[config.mk]
export PLATFORM = sky130hd
export DESIGN_NAME = mem_port_arbiter
export DESIGN_NICKNAME = d
export VERILOG_FILES = /design/src/rtl/mem_port_arbiter_pkg.sv /design/src/rtl/mem_port_arbiter.sv
export SDC_FILE = /design/constraint.sdc
export NUM_CORES = 1
export LEC_CHECK = 0
export ABC_CLOCK_PERIOD_IN_PS = 2400
export BUFFER_PORTS_ARGS = -buffer_cell sky130_fd_sc_hd__buf_2
export CORE_MARGIN = 2
export CORE_UTILIZATION = 40
export CTS_CLUSTER_DIAMETER = 30
export DETAILED_ROUTE_END_ITERATION = 8
export GPL_ROUTABILITY_DRIVEN = 1
export PLACE_DENSITY = 0.7
export SLEW_MARGIN = 40
export SYNTH_ARGS = -nofsm -noshare
export SYNTH_HDL_FRONTEND = slang
export SYNTH_SLANG_ARGS = --single-unit
[constraint.sdc]
create_clock -name clk -period 2.4 [get_ports clk]
set_input_delay 0.24 -clock clk [delete_from_list [all_inputs] [get_ports clk]]
set_output_delay 0.24 -clock clk [all_outputs]
set_load 0.1 [all_outputs]
[src/rtl/mem_port_arbiter_pkg.sv]
// mem_port_arbiter_pkg
// This package holds the shared constants and types for the shared memory-port
// arbiter:
//   - data/address widths (INSTR_SIZE, REG_SIZE)
//   - default starvation limit and timeout
//   - the arbiter FSM state encoding
package mem_port_arbiter_pkg;

   localparam int INSTR_SIZE     = 32;
   localparam int REG_SIZE       = 32;
   localparam int DEF_STARVE_MAX = 4;
   localparam int DEF_TIMEOUT    = 16;

   typedef enum logic [1:0] {
      ST_IDLE    = 2'd0,
      ST_IF_BUSY = 2'd1,
      ST_ME_BUSY = 2'd2
   } arb_state_t;

endpackage

[src/rtl/mem_port_arbiter.sv]
// mem_port_arbiter
// This block arbitrates a single shared memory port between the fetch stage
// (if_*) and the memory stage (me_*).
//
// Arbitration policy:
//   - The memory stage normally wins.
//   - A starvation counter forces a fetch grant after STARVE_MAX consecutive
//     memory-stage grants that were made while a fetch was waiting.
//   - A busy transaction that sees no mem_ready for TIMEOUT cycles is aborted
//     with an err pulse.
//
// Ports:
//   clk, rst                     clock, synchronous active-low reset
//   if_req/if_addr               fetch request and address
//   if_rdata/if_valid            fetched word, one-cycle completion pulse
//   me_req/me_we/me_addr/me_wdata  memory-stage request
//   me_rdata/me_valid            load data, one-cycle completion pulse
//   mem_cs/mem_we/mem_addr/mem_wdata  shared-port request outputs
//   mem_rdata/mem_ready          shared-port response
//   stall_if/stall_me            pipeline stalls (combinational)
//   err                          one-cycle timeout pulse
module mem_port_arbiter
   import mem_port_arbiter_pkg::*;
#(
   parameter int STARVE_MAX = DEF_STARVE_MAX,
   parameter int TIMEOUT    = DEF_TIMEOUT
) (
   input  logic                  clk,
   input  logic                  rst,
   input  logic                  if_req,
   input  logic [REG_SIZE-1:0]   if_addr,
   output logic [INSTR_SIZE-1:0] if_rdata,
   output logic                  if_valid,
   input  logic                  me_req,
   input  logic                  me_we,
   input  logic [REG_SIZE-1:0]   me_addr,
   input  logic [REG_SIZE-1:0]   me_wdata,
   output logic [REG_SIZE-1:0]   me_rdata,
   output logic                  me_valid,
   output logic                  mem_cs,
   output logic                  mem_we,
   output logic [REG_SIZE-1:0]   mem_addr,
   output logic [REG_SIZE-1:0]   mem_wdata,
   input  logic [REG_SIZE-1:0]   mem_rdata,
   input  logic                  mem_ready,
   output logic                  stall_if,
   output logic                  stall_me,
   output logic                  err
);

   localparam int SW = $clog2(STARVE_MAX + 1);
   localparam int TW = $clog2(TIMEOUT + 1);
   localparam logic [SW-1:0] STARVE_LIMIT = SW'(STARVE_MAX);
   // The abort fires on the busy cycle in which the counter would reach TIMEOUT.
   localparam logic [TW-1:0] TIMEOUT_LAST = TW'(TIMEOUT - 1);

   arb_state_t state, state_next;
   logic [SW-1:0] starve_cnt;
   logic [TW-1:0] tmo_cnt;
   logic [REG_SIZE-1:0] addr_lat, wdata_lat;
   logic we_lat;
   logic grant_if, grant_me, done, abort, busy;

   assign busy = (state != ST_IDLE);

   // Next-state logic: memory stage has priority unless fetch has been starved.
   always_comb begin
      state_next = state;
      grant_if   = 1'b0;
      grant_me   = 1'b0;
      done       = 1'b0;
      abort      = 1'b0;
      case (state)
         ST_IDLE: begin
            if (me_req && !(if_req && starve_cnt == STARVE_LIMIT)) begin
               grant_me   = 1'b1;
               state_next = ST_ME_BUSY;
            end else if (if_req) begin
               grant_if   = 1'b1;
               state_next = ST_IF_BUSY;
            end
         end
         ST_IF_BUSY, ST_ME_BUSY: begin
            if (mem_ready) begin
               done       = 1'b1;
               state_next = ST_IDLE;
            end else if (tmo_cnt == TIMEOUT_LAST) begin
               abort      = 1'b1;
               state_next = ST_IDLE;
            end
         end
         default: state_next = ST_IDLE;
      endcase
   end

   // State, counters, request latches and registered completion outputs.
   always_ff @(posedge clk) begin
      if (!rst) begin
         state      <= ST_IDLE;
         starve_cnt <= '0;
         tmo_cnt    <= '0;
         addr_lat   <= '0;
         wdata_lat  <= '0;
         we_lat     <= 1'b0;
         if_valid   <= 1'b0;
         me_valid   <= 1'b0;
         err        <= 1'b0;
         if_rdata   <= '0;
         me_rdata   <= '0;
      end else begin
         state <= state_next;

         if (grant_me) begin
            addr_lat  <= me_addr;
            wdata_lat <= me_wdata;
            we_lat    <= me_we;
            if (if_req && starve_cnt != STARVE_LIMIT) begin
               starve_cnt <= starve_cnt + 1'b1;
            end
         end else if (grant_if) begin
            addr_lat   <= if_addr;
            wdata_lat  <= '0;
            we_lat     <= 1'b0;
            starve_cnt <= '0;
         end

         if (grant_me || grant_if) begin
            tmo_cnt <= '0;
         end else if (busy && !mem_ready) begin
            tmo_cnt <= tmo_cnt + 1'b1;
         end

         if_valid <= (done || abort) && (state == ST_IF_BUSY);
         me_valid <= (done || abort) && (state == ST_ME_BUSY);
         err      <= abort;

         // A timeout leaves read data untouched; a store never updates me_rdata.
         if (done && state == ST_IF_BUSY) begin
            if_rdata <= mem_rdata;
         end
         if (done && state == ST_ME_BUSY && !we_lat) begin
            me_rdata <= mem_rdata;
         end
      end
   end

   assign mem_cs    = busy;
   assign mem_we    = (state == ST_ME_BUSY) && we_lat;
   assign mem_addr  = busy ? addr_lat : '0;
   assign mem_wdata = busy ? wdata_lat : '0;

   assign stall_if = if_req && !if_valid;
   assign stall_me = me_req && !me_valid;

endmodule
=== After elaboration in Yosys (flattened, before gate mapping) ===
Cells that the tools add are included.

* Bitwise gates (word level): 1
* Equality and inequality tests: 8
* Muxes and demuxes: 26
* Reductions and logical operators: 26
* Add/sub/neg operators: 2

{| class="wikitable"
|+ Operators by type and width
! operator !! count
|-
| two-way mux 32 bit || 6
|-
| logical AND 1 bit || 12
|-
| two-way mux 1 bit || 12
|-
| two-way mux 3 bit || 3
|-
| inequality test 3 bit, second input constant || 3
|-
| two-way mux 2 bit || 4
|-
| adder 5 x 1 -> 5 bit, second input constant || 1
|-
| == test 5 x 4 -> 1 bit, second input constant || 1
|-
| logical NOT 1 bit || 5
|-
| case mux 2 bit (2 select lines) || 1
|-
| AND reduction 2 bit || 2
|-
| nonzero test 2 bit || 2
|-
| OR reduction 2 bit || 2
|-
| adder 3 x 1 -> 3 bit, second input constant || 1
|-
| == test 3 bit, second input constant || 1
|-
| == test 2 x 1 -> 1 bit, second input constant || 1
|-
| == test 2 bit, second input constant || 1
|-
| logical NOT 2 bit || 1
|-
| logical OR 1 bit || 2
|-
| inequality test 2 x 1 -> 1 bit, second input constant || 1
|-
| NOT 1 bit || 1
|}

* Flip-flop bits (word level): 142
* Logic and storage cells: 74
* Input bits: 134
* Output and inout bits: 135

=== Logic depth before layout (Yosys ltp) ===
* Depth in word-level cells: 8
* Gate-level depth with buffers: 7

=== Worst setup path before layout ===
OpenSTA, ideal clock, no wires.

* Path kind: reg-to-output
* From: register state[0]
* To: output mem_wdata[21]
* Cell stages (with the launch flop): 7
* Path buffers: 3
* Arrival: 2504 ps
* Required time: 2160 ps
* Setup slack: -344 ps
* Path through: dfxtp_1 -> inv_1 -> ha_1 -> buf_2 -> buf_2 -> clkbuf_1 -> nor2b_1

* Word-level cells in the longest chain between the ends: 2

{| class="wikitable"
|+ RTL lines
! item !! line !! source
|-
| start, declared || mem_port_arbiter.sv:57 || <nowiki>arb_state_t state, state_next;</nowiki>
|-
| start signal, assigned || mem_port_arbiter.sv:111 || <nowiki>state <= state_next;</nowiki>
|-
| nonzero test 2 bit || mem_port_arbiter.sv:64 || <nowiki>assign busy = (state != ST_IDLE);</nowiki>
|-
| two-way mux 32 bit || mem_port_arbiter.sv:150 || <nowiki>assign mem_wdata = busy ? wdata_lat : '0;</nowiki>
|-
| end, declared || mem_port_arbiter.sv:43 || <nowiki>output logic [REG_SIZE-1:0] mem_wdata,</nowiki>
|}

Every way passes these cells.

=== Worst setup path in the final report ===
* From: register state[0]
* To: output mem_addr[1]

* Word-level cells in the longest chain between the ends: 2

{| class="wikitable"
|+ RTL lines
! item !! line !! source
|-
| nonzero test 2 bit || mem_port_arbiter.sv:64 ||
|-
| two-way mux 32 bit || mem_port_arbiter.sv:149 || <nowiki>assign mem_addr = busy ? addr_lat : '0;</nowiki>
|-
| end, declared || mem_port_arbiter.sv:42 || <nowiki>output logic [REG_SIZE-1:0] mem_addr,</nowiki>
|}

Every way passes these cells.

==> out/qor.log <==
INFO  layout         final_nets=1,078
INFO  clock_network  clock_sink_count=142
INFO  layout         layout-drive-gt1-share=38.84%
INFO  clock_network  h-tree-depth=4
INFO  logic_synthesis sequential_fraction_of_the_synthesis_area=49.38%
INFO  placement      dp_hpwl=11.51mm
INFO  logic_synthesis mappedNetlistNets=838
INFO  logic_synthesis synth_async_sr_flop_share=0%
INFO  detailed_routing routed_wire_length_per_instance=15.36µm
INFO  clock_network  post_cts_resized=0
INFO  detailed_routing detailedRoute.firstPassIterationCount=5
INFO  clock_network  tritoncts.num_buffers=17
INFO  layout         area.growth.synth_to_final=37.77%
INFO  critical_path  timing.critical_path.from_type=flop
INFO  power_and_ir_drop pwr-share-seq=38.9%
INFO  sta            worst_slew_pin_slew=0.7519ns
INFO  detailed_routing drt_iter0_drc=353
INFO  power_and_ir_drop power.share.combinational=21.4%
INFO  detailed_routing postRouteAntennaNets=0
INFO  grt            antenna_found_initial=1
INFO  placement      dpl-instance-area=0.007335mm²
INFO  sta            timing.final.crit_period=2.166ns
INFO  critical_path  worstSetupEndpointType=output pin
INFO  grt            grt_pass1_vias=5,346
INFO  layout         final_cell_area=0.007931mm²
INFO  floorplanning  floorplan.die_area=0.01537mm²
INFO  worst_hold_path holdCritPathClass=primary input to flop
INFO  grt            grt_usage=21.95%
INFO  sta            timing_max_transition_violations_final=0
INFO  logic_synthesis postSynthRegisterBits=142
INFO  clock_network  cts_root_buf=sky130_fd_sc_hd__clkbuf_16
INFO  critical_path  crit_fanout=23
INFO  power_and_ir_drop total_power_draw=0.006601W
INFO  sta            maxSlewHeadroom=49.87%
INFO  sta            rsz0062_at_grt=false
INFO  power_and_ir_drop leakagePower=3.513nW
INFO  clock_network  clock_tree.buffer_depth=2
INFO  clock_network  tritoncts=built
INFO  clock_network  postCtsHoldBufs=0
INFO  floorplanning  die_h=124.0µm
INFO  logic_synthesis yosys_warnings=0
INFO  critical_path  crit_type=flop to output pin
INFO  floorplanning  floorplan.initialDensity=41.15%
INFO  logic_synthesis synth_ff_type=sky130_fd_sc_hd__dfxtp_1
INFO  logic_synthesis post_synth.cell_area_avg=8.259µm²
INFO  logic_synthesis synthDistinctLibCells=36
INFO  job            max_capacitance_violation_count=0
INFO  detailed_routing wirelength=17.36mm
INFO  worst_hold_path hold_depth=2
INFO  power_and_ir_drop pwr-share-clk=39.7%
INFO  critical_path  worst_r2r_path_depth=7
INFO  clock_network  clk-insertion-delay-late=0.42ns
INFO  layout         filler_cell_count=1,321
INFO  grt            grt_overflow=0
INFO  worst_hold_path timing.hold.worst.start=me_wdata[25]
INFO  sta            setup_violations=0
INFO  floorplanning  design.core.area=0.01399mm²
INFO  detailed_routing via_per_inst=5.189
INFO  layout         post_layout_utilization_of_the_core=56.70%
INFO  power_and_ir_drop p_sw_share=31.82%
INFO  power_and_ir_drop internal-power=0.004501W
INFO  sta            final_min_period_over_clock_period=90.23%
INFO  detailed_routing via_count=5,864
INFO  critical_path  crit_arrival=1.93ns
INFO  clock_network  post-cts-setup-buffers=0
INFO  floorplanning  pin_count=269
INFO  grt            grt_start_max_net_pins=70
INFO  clock_network  worst_setup_hold_path_clk_slew=0.06ns
INFO  run_status     result_of_the_run=completed
INFO  power_and_ir_drop power.density=832.2mW/mm²
INFO  layout         num_antenna_cells=0
INFO  logic_synthesis postSynthCellCount=697
INFO  floorplanning  core.rowCount=43
INFO  sta            fin_skew=0.006435ns
INFO  layout         multi_input_area=0.002746mm²
INFO  floorplanning  die_width=124.0µm
INFO  placement      place.port_buffers=268
INFO  sta            maxClockFrequency=461.8MHz
INFO  layout         area.sequential=0.002843mm²
INFO  detailed_routing drc=0
INFO  grt            grt_pass1_wl=26.52mm
INFO  critical_path  reg2reg_from=state[0]
INFO  critical_path  cp_data_required_time=2.16ns
INFO  power_and_ir_drop ir_worst_vdd=643.4µV
INFO  sta            fin_hold_viols=0
INFO  power_and_ir_drop p_switching=0.002100W
INFO  critical_path  worstSetupStartpoint=state[0]
INFO  logic_synthesis edff_count_synth=0
INFO  placement      gp_congestion=0.7884
INFO  logic_synthesis area_of_the_mapped_netlist=0.005757mm²
[worst max-delay path: stages, from the launching register on]
cell and delay [ns]:
sky130_fd_sc_hd__dfxtp_1 0.35, sky130_fd_sc_hd__inv_1 0.09, sky130_fd_sc_hd__ha_4 0.21, sky130_fd_sc_hd__buf_4 0.25
sky130_fd_sc_hd__nor2b_1 0.16, sky130_fd_sc_hd__buf_2 0.44
[power by group through the flow]
stage	logic, W	registers, W	clock network (W)
floorplan	0.000917	0.00277	0
global placement	0.00141	0.00261	0
detailed placement	0.00141	0.00261	0
CTS	0.00141	0.00257	0.00269
global route	0.00150	0.00258	0.00279
finish	0.00141	0.00257	0.00262
[logic make-up after synthesis]
| family | share of synthesized area, % |
|---|---|
| AOI/OAI and AO/OA | 24.32 |
| and+or+nand+nor | 19.13 |
| DFF | 49.38 |
| buffers and inverters | 5.347 |
| adders and majority gates | 1.521 |
| xor gates and xnor gates | 0.3043 |
[cell usage after synthesis, types with 2 or more instances]
cell type | count | area, µm²
sky130_fd_sc_hd__a22o_1 | 31 | 271.5
sky130_fd_sc_hd__buf_6 | 2 | 22.52
sky130_fd_sc_hd__nor2_1 | 10 | 37.54
sky130_fd_sc_hd__xnor2_1 | 2 | 17.52
sky130_fd_sc_hd__a31oi_1 | 32 | 200.2
sky130_fd_sc_hd__clkbuf_1 | 45 | 168.9
sky130_fd_sc_hd__nand2_1 | 134 | 503.0
sky130_fd_sc_hd__inv_1 | 10 | 37.54
sky130_fd_sc_hd__ha_1 | 7 | 87.58
sky130_fd_sc_hd__nor2b_1 | 65 | 406.6
sky130_fd_sc_hd__and3_1 | 3 | 18.77
sky130_fd_sc_hd__or4_1 | 2 | 15.01
sky130_fd_sc_hd__a32oi_1 | 2 | 17.52
sky130_fd_sc_hd__a21oi_1 | 102 | 510.5
sky130_fd_sc_hd__nand3_1 | 4 | 20.02
sky130_fd_sc_hd__and2_1 | 2 | 12.51
sky130_fd_sc_hd__o21a_1 | 2 | 15.01
sky130_fd_sc_hd__o21ai_0 | 67 | 335.3
sky130_fd_sc_hd__dfxtp_1 | 142 | 2843
sky130_fd_sc_hd__nor3b_1 | 3 | 22.52
sky130_fd_sc_hd__buf_2 | 15 | 75.07
[path summary, 6_finish.rpt]
kind                    to  slack (ns)
max            mem_addr[1]        0.23
min          wdata_lat[25]        0.03
max reg2reg    addr_lat[4]        0.52
min reg2reg    if_rdata[0]        0.45
[final cells by class]
type	instances	area share [%]
Timing Repair Buffer	283	18.65
Multi-Input combinational cell	482	34.63
Sequential cell	142	35.84
Clock inverter	9	1.372
Tap cell	180	2.840
Inverter	11	0.5206
Clock buffer	23	6.152
[through the flow]
| step | hold slack, ns | TNS, ns | worst slack [ns] | std cells |
|---|---|---|---|---|
| 3_3_place_gp | 0.4386 | 0 | 0.5866 | 1098 |
| 6_report | 0.03184 | 0 | 0.2345 | 1130 |
| 5_1_grt | 0.01511 | 0 | 0.1310 | 1130 |
| 3_5_place_dp | 0.4432 | 0 | 0.5289 | 1098 |
| 2_1_floorplan | 0.3655 | -4.009 | -0.3436 | 697 |
| 4_1_cts | 0.01056 | 0 | 0.2131 | 1130 |
[state kept, by name (all words and copies together), names as in the netlist]
signal / cells
if_valid: 1
state: 2
starve_cnt: 3
we_lat: 1
me_rdata: 32
addr_lat: 32
me_valid: 1
wdata_lat: 32
if_rdata: 32
err: 1
tmo_cnt: 5
[cell usage in the layout, fill, tap and decap left out, types with 6 or more instances in the layout]
cell                        synthesis  layout
sky130_fd_sc_hd__nor2b_1           65      15
sky130_fd_sc_hd__inv_1             10      10
sky130_fd_sc_hd__ha_1               7       6
sky130_fd_sc_hd__o21ai_0           67      67
sky130_fd_sc_hd__a31oi_1           32      32
sky130_fd_sc_hd__buf_2             15     268
sky130_fd_sc_hd__nor2_1            10       9
sky130_fd_sc_hd__dfxtp_1          142     142
sky130_fd_sc_hd__nand2_1          134     134
sky130_fd_sc_hd__a22o_1            31      31
sky130_fd_sc_hd__buf_4              0      13
sky130_fd_sc_hd__clkbuf_16          0      17
sky130_fd_sc_hd__nor2b_2            0      50
sky130_fd_sc_hd__a21oi_1          102     102
[metal layers]
layer / vias to the layer above / global-route usage, % / part of all wire (%)
li1: 2869 / - / -
met1: 2728 / 26.65 / 41
met2: 241 / 36.30 / 48
met3: 24 / 8.700 / 9.1
met4: 2 / 5.829 / 1.5
met5: - / 0 / 0.075
Note: power is estimated with default switching activity, not from simulation.
